$ cat src/rtl/alu_pkg.sv
// Shared ALU definitions: ALUOp encodings and the mul/div sequencer state and mode types.
package alu_pkg;

    localparam logic [3:0] ALU_ADD = 4'd0;
    localparam logic [3:0] ALU_SUB = 4'd1;
    localparam logic [3:0] ALU_AND = 4'd2;
    localparam logic [3:0] ALU_OR  = 4'd3;
    localparam logic [3:0] ALU_XOR = 4'd4;
    localparam logic [3:0] ALU_SLT = 4'd5;
    localparam logic [3:0] ALU_SLL = 4'd6;
    localparam logic [3:0] ALU_MUL = 4'd7;
    localparam logic [3:0] ALU_DIV = 4'd8;
    localparam logic [3:0] ALU_NA  = 4'd15;

    typedef enum logic [1:0] {
        StIdle = 2'd0,
        StRun  = 2'd1,
        StDone = 2'd2
    } md_state_e;

    typedef enum logic {
        ModeMul = 1'b0,
        ModeDiv = 1'b1
    } md_mode_e;

endpackage

$ cat src/rtl/muldiv_step.sv
// One combinational iteration: shift-add multiply step or restoring-divide step.
module muldiv_step
    import alu_pkg::*;
#(
    parameter int unsigned XLEN = 32
) (
    input  md_mode_e          mode_i,
    input  logic [XLEN-1:0]   acc_i,
    input  logic [XLEN-1:0]   sa_i,
    input  logic [XLEN-1:0]   sb_i,
    output logic [XLEN-1:0]   acc_o,
    output logic [XLEN-1:0]   sa_o,
    output logic [XLEN-1:0]   sb_o
);

    logic [XLEN:0] rem_sh;
    logic [XLEN:0] diff;

    always_comb begin
        // DIV: acc is the partial remainder, sa shifts dividend bits out and quotient bits in
        rem_sh = {acc_i, sa_i[XLEN-1]};
        diff   = rem_sh - {1'b0, sb_i};
        acc_o  = acc_i;
        sa_o   = sa_i;
        sb_o   = sb_i;
        if (mode_i == ModeDiv) begin
            if (diff[XLEN]) begin
                acc_o = rem_sh[XLEN-1:0];
                sa_o  = {sa_i[XLEN-2:0], 1'b0};
            end else begin
                acc_o = diff[XLEN-1:0];
                sa_o  = {sa_i[XLEN-2:0], 1'b1};
            end
        end else begin
            if (sb_i[0]) begin
                acc_o = acc_i + sa_i;
            end
            sa_o = sa_i << 1;
            sb_o = sb_i >> 1;
        end
    end

endmodule

$ cat src/rtl/muldiv_sequencer.sv
// Multi-cycle RV32M MUL/DIV sequencer; stalls the core while iterating, one-cycle done strobe.
module muldiv_sequencer
    import alu_pkg::*;
#(
    parameter  int unsigned XLEN = 32,
    localparam int unsigned CntW = $clog2(XLEN)
) (
    input  logic            clk_i,
    input  logic            rst_i,
    input  logic            start_i,
    input  logic [3:0]      alu_op_i,
    input  logic [XLEN-1:0] op_a_i,
    input  logic [XLEN-1:0] op_b_i,
    input  logic            flush_i,
    output logic            stall_o,
    output logic            busy_o,
    output logic            done_o,
    output logic [XLEN-1:0] result_o
);

    md_state_e       state_q, state_d;
    md_mode_e        mode_q, mode_d;
    logic [CntW-1:0] cnt_q, cnt_d;
    logic [XLEN-1:0] acc_q, acc_d;
    logic [XLEN-1:0] sa_q, sa_d;
    logic [XLEN-1:0] sb_q, sb_d;
    logic [XLEN-1:0] result_q, result_d;
    logic            neg_q, neg_d;

    logic [XLEN-1:0] step_acc, step_sa, step_sb;
    logic            accept;
    logic            is_div;

    muldiv_step #(
        .XLEN (XLEN)
    ) u_step (
        .mode_i (mode_q),
        .acc_i  (acc_q),
        .sa_i   (sa_q),
        .sb_i   (sb_q),
        .acc_o  (step_acc),
        .sa_o   (step_sa),
        .sb_o   (step_sb)
    );

    always_comb begin
        is_div   = (alu_op_i == ALU_DIV);
        accept   = (state_q == StIdle) & start_i & ((alu_op_i == ALU_MUL) | is_div) & ~flush_i;
        state_d  = state_q;
        mode_d   = mode_q;
        cnt_d    = cnt_q;
        acc_d    = acc_q;
        sa_d     = sa_q;
        sb_d     = sb_q;
        neg_d    = neg_q;
        result_d = result_q;
        unique case (state_q)
            StIdle: begin
                if (accept) begin
                    cnt_d   = CntW'(XLEN - 1);
                    acc_d   = '0;
                    state_d = StRun;
                    if (is_div) begin
                        mode_d = ModeDiv;
                        sa_d   = op_a_i[XLEN-1] ? -op_a_i : op_a_i;
                        sb_d   = op_b_i[XLEN-1] ? -op_b_i : op_b_i;
                        neg_d  = op_a_i[XLEN-1] ^ op_b_i[XLEN-1];
                        if (op_b_i == '0) begin
                            state_d  = StDone;
                            result_d = '1;
                        end
                    end else begin
                        mode_d = ModeMul;
                        sa_d   = op_a_i;
                        sb_d   = op_b_i;
                        neg_d  = 1'b0;
                    end
                end
            end
            StRun: begin
                if (flush_i) begin
                    state_d = StIdle;
                end else begin
                    acc_d = step_acc;
                    sa_d  = step_sa;
                    sb_d  = step_sb;
                    cnt_d = cnt_q - CntW'(1);
                    if (cnt_q == '0) begin
                        state_d = StDone;
                        if (mode_q == ModeDiv) begin
                            result_d = neg_q ? -step_sa : step_sa;
                        end else begin
                            result_d = step_acc;
                        end
                    end
                end
            end
            StDone: state_d = StIdle;
            default: state_d = StIdle;
        endcase
    end

    always_ff @(posedge clk_i or posedge rst_i) begin
        if (rst_i) begin
            state_q  <= StIdle;
            mode_q   <= ModeMul;
            cnt_q    <= '0;
            acc_q    <= '0;
            sa_q     <= '0;
            sb_q     <= '0;
            neg_q    <= 1'b0;
            result_q <= '0;
        end else begin
            state_q  <= state_d;
            mode_q   <= mode_d;
            cnt_q    <= cnt_d;
            acc_q    <= acc_d;
            sa_q     <= sa_d;
            sb_q     <= sb_d;
            neg_q    <= neg_d;
            result_q <= result_d;
        end
    end

    assign stall_o  = accept | (state_q == StRun);
    assign busy_o   = (state_q != StIdle);
    assign done_o   = (state_q == StDone);
    assign result_o = result_q;

endmodule

$ cat config.mk
export PLATFORM = sky130hd
export DESIGN_NAME = muldiv_sequencer
export DESIGN_NICKNAME = d
export VERILOG_FILES = /design/src/rtl/alu_pkg.sv /design/src/rtl/muldiv_step.sv /design/src/rtl/muldiv_sequencer.sv
export SDC_FILE = /design/constraint.sdc
export NUM_CORES = 1
export LEC_CHECK = 0
export ABC_CLOCK_PERIOD_IN_PS = 7000
export BUFFER_PORTS_ARGS = -buffer_cell sky130_fd_sc_hd__buf_2
export CAP_MARGIN = 10
export CORE_ASPECT_RATIO = 0.5
export CORE_MARGIN = 1
export CORE_UTILIZATION = 35
export DETAILED_ROUTE_END_ITERATION = 7
export GPL_TIMING_DRIVEN = 0
export PLACE_DENSITY_LB_ADDON = 0.25
export SKIP_CTS_REPAIR_TIMING = 1
export SYNTH_ARGS = -nofsm -noshare
export SYNTH_HDL_FRONTEND = slang
export SYNTH_HIERARCHICAL = 1
export SYNTH_SLANG_ARGS = --single-unit
$ cat constraint.sdc
create_clock -name clk_i -period 7 [get_ports clk_i]
set_input_delay 0.7 -clock clk_i [delete_from_list [all_inputs] [get_ports clk_i]]
set_output_delay 0.7 -clock clk_i [all_outputs]
set_load 0.01 [all_outputs]
Word-level counts from Yosys, hierarchy flattened
Index checks and enable logic that the tools add are counted.
Storage, ports and cells
  bits in registers: 137
  bits of input ports: 72
  output and inout bits: 35
  logic and storage cells: 80
Operators by class
  $add $sub $neg: 6
  eq/ne operators: 11
  muxes and demuxes: 38
  bitwise logic cells: 7
  reduce and logical (&&, ||, !) cells: 10
Operator list (number)
  32-bit 2-to-1 mux: 21
  32-bit case mux with 2 select lines: 4
  32-bit negator: 3
  33-bit by 32-bit subtractor with 33-bit output: 1
  32-bit adder: 1
  32-bit zero test: 1
  2-bit 2-to-1 mux: 5
  5-bit 2-to-1 mux: 2
  2-bit inequality test (second input constant): 5
  5-bit case mux with 2 select lines: 1
  6-bit AND reduction: 1
  5-bit zero test: 1
  5-bit by 1-bit subtractor with 5-bit output (second input constant): 1
  4-bit by 3-bit == test with 1-bit output (second input constant): 1
  4-bit == test (second input constant): 1
  1-bit 2-to-1 mux: 4
  2-bit case mux with 2 select lines: 1
  2-bit AND reduction: 2
  4-bit AND reduction: 1
  2-bit nonzero test: 2
  1-bit bitwise AND: 3
  3-bit inequality test (second input constant): 1
  3-bit AND reduction: 1
  2-bit by 1-bit == test with 1-bit output (second input constant): 1
  6 further kinds: 7

Logic depth before layout (Yosys ltp)
  word-level depth: 9
  mapped depth: 23
  gate-level depth less buffers: 21

Cells and area by module
The synthesis kept the hierarchy.
Modules (own cells, without submodules)
  muldiv_sequencer: times used 1, cells each 940, area an instance 8092.8 um2, sequential area each 3428.3 um2
  muldiv_step: times used 1, cells each 726, area an instance 4880.9 um2, sequential area each 0.0 um2

Worst setup path before layout
No wires, ideal clock.
  kind: register to register
  from: register sb_q[0]
  to: register result_q[30], in the netlist result_o[30]
  library setup time: 0.138 ns
  arrival: 4.472 ns
  data required time: 6.862 ns
  slack: 2.390 ns
  cell stages (with the launch flop): 22
  buffers on the path: 2
  period minus slack after synthesis: 4.610 ns
  path through: dfrtp_1 > ha_1 > fa_1 > nand2b_1 > a21oi_2 > o211ai_2 > o22ai_2 > a311oi_2 > o31ai_2 > mux2_4 > or2_1 > buf_6 > buf_6 > nand2_1 > inv_1 > inv_1 > ha_1 > nor4b_1 > nand4_1 > o41ai_1 > xor2_1 > a21oi_1
Between the ends
  longest elaborated chain between the ends: 9
  elaborated cells on any way between the ends: 12
  those cells by class: add/sub: 2; mux: 10
Ends and longest elaborated chain
  from (decl): RTL line muldiv_sequencer.sv:26  | logic [XLEN-1:0] sb_q, sb_d;
  from (signal assigned): RTL line muldiv_sequencer.sv:110  | sb_q <= '0;
  from (signal assigned): RTL line muldiv_sequencer.sv:119  | sb_q <= sb_d;
  33-bit by 32-bit subtractor with 33-bit output: RTL line muldiv_step.sv:22  | diff = rem_sh - {1'b0, sb_i};
  1-bit 2-to-1 mux: RTL line muldiv_step.sv:27  | if (diff[XLEN]) begin
  1-bit 2-to-1 mux: RTL line muldiv_step.sv:26  | if (mode_i == ModeDiv) begin
  net step_sa[0]: RTL line muldiv_sequencer.sv:30  | logic [XLEN-1:0] step_acc, step_sa, step_sb;
  32-bit negator: RTL line muldiv_sequencer.sv:91  | result_d = neg_q ? -step_sa : step_sa;
  32-bit 2-to-1 mux: RTL line muldiv_sequencer.sv:91
  32-bit 2-to-1 mux: RTL line muldiv_sequencer.sv:90  | if (mode_q == ModeDiv) begin
  32-bit 2-to-1 mux: RTL line muldiv_sequencer.sv:88  | if (cnt_q == '0) begin
  32-bit 2-to-1 mux: RTL line muldiv_sequencer.sv:81  | if (flush_i) begin
  32-bit case mux with 2 select lines: RTL line muldiv_sequencer.sv:57  | unique case (state_q)
  to (signal assigned): RTL line muldiv_sequencer.sv:121  | result_q <= result_d;
  to (decl): RTL line muldiv_sequencer.sv:27  | logic [XLEN-1:0] result_q, result_d;
The timed path passes the listed nets, and every way through them passes these cells. The select of a mux whose other input is x is not followed.
A chain may end at the register's enable or synchronous reset.

Final worst setup path
  from: register sa_q[31]
  to: register result_q[30], in the netlist result_o[30]
Between the ends
  longest elaborated chain between the ends: 9
  elaborated cells on any way between the ends: 11
  those cells by class: add/sub: 2; mux: 9
Ends and longest elaborated chain
  from (decl): RTL line muldiv_sequencer.sv:25  | logic [XLEN-1:0] sa_q, sa_d;
  from (signal assigned): RTL line muldiv_sequencer.sv:109  | sa_q <= '0;
  from (signal assigned): RTL line muldiv_sequencer.sv:118  | sa_q <= sa_d;
  33-bit by 32-bit subtractor with 33-bit output: RTL line muldiv_step.sv:22
  1-bit 2-to-1 mux: RTL line muldiv_step.sv:27
  1-bit 2-to-1 mux: RTL line muldiv_step.sv:26
  net step_sa[0]: RTL line muldiv_sequencer.sv:30
  32-bit negator: RTL line muldiv_sequencer.sv:91
  32-bit 2-to-1 mux: RTL line muldiv_sequencer.sv:91
  32-bit 2-to-1 mux: RTL line muldiv_sequencer.sv:90
  32-bit 2-to-1 mux: RTL line muldiv_sequencer.sv:88
  32-bit 2-to-1 mux: RTL line muldiv_sequencer.sv:81
  32-bit case mux with 2 select lines: RTL line muldiv_sequencer.sv:57
The timed path passes the listed nets, and every way through them passes these cells. The select of a mux whose other input is x is not followed.

==> metrics.yaml <==
run_status:
  status: "complete, no violations"
synth:
  avgSynthCellArea_um2: 7.787
  syn-num-nets: 1807
  synth-warning-count: 6
  yosys-top-cells-area: "dfrtp_1 (26%), ha_1 (6.5%), o21ai_0 (6.3%)"
  yosysSeqAreaShare_pct: 26.42
  syn_area_um2: 12970
  postSynthCellCount: 1666
  synth.largest_area_cell: "dfrtp_1"
  yosys.cell_types.count: 84
  ys.flop_type: "dfrtp_1"
  synthArstFlopShare_pct: 100.0
  synth_edf_count: 0
  ys_ff_latch: 137
  synth_top_area_share_pct: 26.42
placed_design:
  gp_congestion: 1.030
  hpwl_um: 41890
  dp_cells: 2257
  io_buffers: 106
finish:
  syn_to_final_growth_pct: 13.60
  mostFrequentLayoutCells: "nand2_1 (167), o21ai_0 (164), nor2_1 (148)"
  final_cells: 2290
  final_common_cell: "nand2_1"
  drive_above_1_share_pct: 11.86
  nNetsFinal: 1933
die:
  start_util_pct: 35.81
  ioPinCount: 107
  core_area_um2: 36230
  die-area_um2: 37890
  die_x_um: 274.3
  rows: 49
  die_h_um: 138.1
pwr:
  leakage_nw: 6.597
  ir_drop_uv: 179.1
  p_comb_share_pct: 61.4
  p_int_mw: 2.861
  powerDensity_nw_per_um2: 394.2
  p_switching_mw: 2.948
  finalPower_mw: 5.810
  clkPwrFrac_pct: 16.0
  swShare_pct: 50.75
  pwr-share-seq_pct: 22.6
timing:
  slew_headroom_pct: 24.85
  fmax_mhz: 164.8
  rsz0062_at_grt: "false"
  skew_ns: 0.01821
  hold_violations: 0
  period_minus_slack_ns: 6.068
  finalSetupViolCount: 0
  tns_ns: 0
  period_share_pct: 86.69
  drv_slew: 0
  tightest_slew_ns: 1.112
route:
  wl_per_cell_um: 22.97
  totalWireLength_um: 52610
  viasPerCell: 5.950
  dr.pass1.iters: 7
  drc_errors: 0
  num_vias: 13630
  drt_iter0_drc: 1708
  drtAntennaViolNets: 0
global_routing:
  grt.total_usage_pct: 27.61
  grt_max_degree: 91
  antenna_found_initial: 0
  grt_pass1_vias: 12260
  overflow: 0
  grt_pass1_wl_um: 78350
clock_network:
  cts.clk_slew.worst_paths_ns: 0.07
  root_buffer: "clkbuf_16"
  numCtsBuffers: 17
  clock_path_buffers: 2
  clock_sinks: 137
  cts_tree: "yes"
  htree_levels: 4
  clock_latency_ns: 0.46
critical_path:
  cp-end-kind: "flip-flop"
  critPathKind: "flip-flop to flip-flop"
  crit_buf_inv: 5
  setup.worst_path.start_class: "flip-flop"
  crit_chain: "inv_1 -> ha_1 -> fa_1 -> nand2b_1 -> a21oi_2 -> o211ai_2 -> o22ai_2 -> a311oi_2 -> o31ai_2 -> mux2_4 -> or2_1 -> buf_6 -> buf_6 -> nand2_1 -> inv_1 -> inv_1 -> ha_1 -> nor4b_1 -> nand4_1 -> o41ai_1 -> xor2_1 -> a21oi_1"
  slowest_stage: "o41ai_1"
  cpMostUsedCell: "inv_1"
  path_delay_family: "compound AO/OA/AOI/OAI gates"
  worstPathRequired_ns: 7.30
  cp_data_arrival_time_ns: 6.37
  worst_path_largest_cell_delay_ns: 0.60
  worst-path-max-fanout: 10
job:
  drv_cap: 0
min_path:
  holdCritPathClass: "primary input to asynchronous set/reset pin"
-- worst paths after layout --
path                                           from                       end  slack, ns  cells after the start
hold / removal                                rst_i     acc_q[14]$_DFFE_PP0P_       0.28                      2
setup / recovery               sa_q[31]$_DFFE_PP0P_  result_o[30]$_DFFE_PP0P_       0.93                     22
hold reg to reg            result_o[25]$_DFFE_PP0P_  result_o[25]$_DFFE_PP0P_       0.49                      1
setup reg to reg               sa_q[31]$_DFFE_PP0P_  result_o[30]$_DFFE_PP0P_       0.93                     22
max in group asynchronous                     rst_i       sa_q[5]$_DFFE_PP0P_       5.81                      3
min in group clk_i         result_o[25]$_DFFE_PP0P_  result_o[25]$_DFFE_PP0P_       0.49                      1
-- area by class of cell --
| type | count | area [um^2] |
|---|---|---|
| Fill cell | 3719 | 21500 |
| Multi-Input combinational cell | 1341 | 8668 |
| Sequential cell | 137 | 3428 |
| Buffer | 127 | 654.4 |
| Tap cell | 484 | 605.6 |
| Timing Repair Buffer | 107 | 558.0 |
| Clock buffer | 17 | 425.4 |
| Inverter | 61 | 234.0 |
| Clock inverter | 15 | 161.4 |
| Antenna cell | 1 | 2.502 |
-- layer usage --
| layer | vias to the layer above | routed length, um | GRT usage (%) |
|---|---|---|---|
| met1 | 6594 | 24280 | 41.74 |
| met2 | 634 | 21410 | 38.57 |
| met5 | - | 0 | 0 |
| met3 | 62 | 5812 | 6.531 |
| met4 | 0 | 1107 | 7.398 |
| li1 | 6335 | - | - |
-- registers in the layout, summed over array words and instances, names as in the netlist --
name	cells
result_o	32
neg_q	1
cnt_q	5
sa_q	32
mode_q	1
acc_q	32
sb_q	32
state_q	2
-- cell families after synthesis --
kind of cell / after synthesis / share of synthesized area (%)
XOR/XNOR: 130 / 8.776
multiplexers: 48 / 3.771
adder cells (fa/ha/maj): 69 / 6.770
AO/OA/AOI/OAI: 558 / 27.69
buffers and inverters: 188 / 6.809
AND/OR/NAND/NOR: 536 / 19.76
flip-flops: 137 / 26.42
-- metrics by stage --
stage	instance area, um^2	hold slack, ns	worst slack (ns)	utilization [%]
2_1_floorplan	12970	0.4615	2.390	-
3_3_place_gp	14110	0.4766	0.5131	38.94
3_5_place_dp	14140	0.4826	1.139	39.03
4_1_cts	14730	0.2979	1.100	40.65
5_1_grt	14740	0.3138	0.6392	40.67
6_report	14740	0.2844	0.9318	40.67
-- cells in the mapped netlist (8+ instances only) --
library cell	instances
or2_2	10
o41ai_1	9
o21a_1	8
nor3_1	34
a31oi_1	29
xnor2_1	68
o21ai_0	164
nor2b_1	23
buf_4	33
or4_1	9
nor2_1	148
a21o_1	24
a211oi_1	33
a22o_1	33
nand3_1	27
inv_1	61
o22ai_1	18
o31ai_1	21
nor3b_1	10
nand4_1	11
and3_1	13
nand2b_1	18
nand2_1	167
mux2i_1	44
and2_1	11
a21oi_1	128
ha_1	67
o211ai_1	13
xor2_1	62
clkbuf_1	80
or3_1	12
nor4_1	26
dfrtp_1	137
-- power by group through the flow --
stage	combinational, mW	clock (mW)	sequential [mW]
6_report	3.57	0.928	1.31
3_5_place_dp	3.43	0	1.31
3_3_place_gp	3.42	0	1.30
5_1_grt	3.82	0.969	1.33
4_1_cts	3.44	0.936	1.29
2_1_floorplan	2.50	0	1.17
Power figures use the tool's default switching activity.
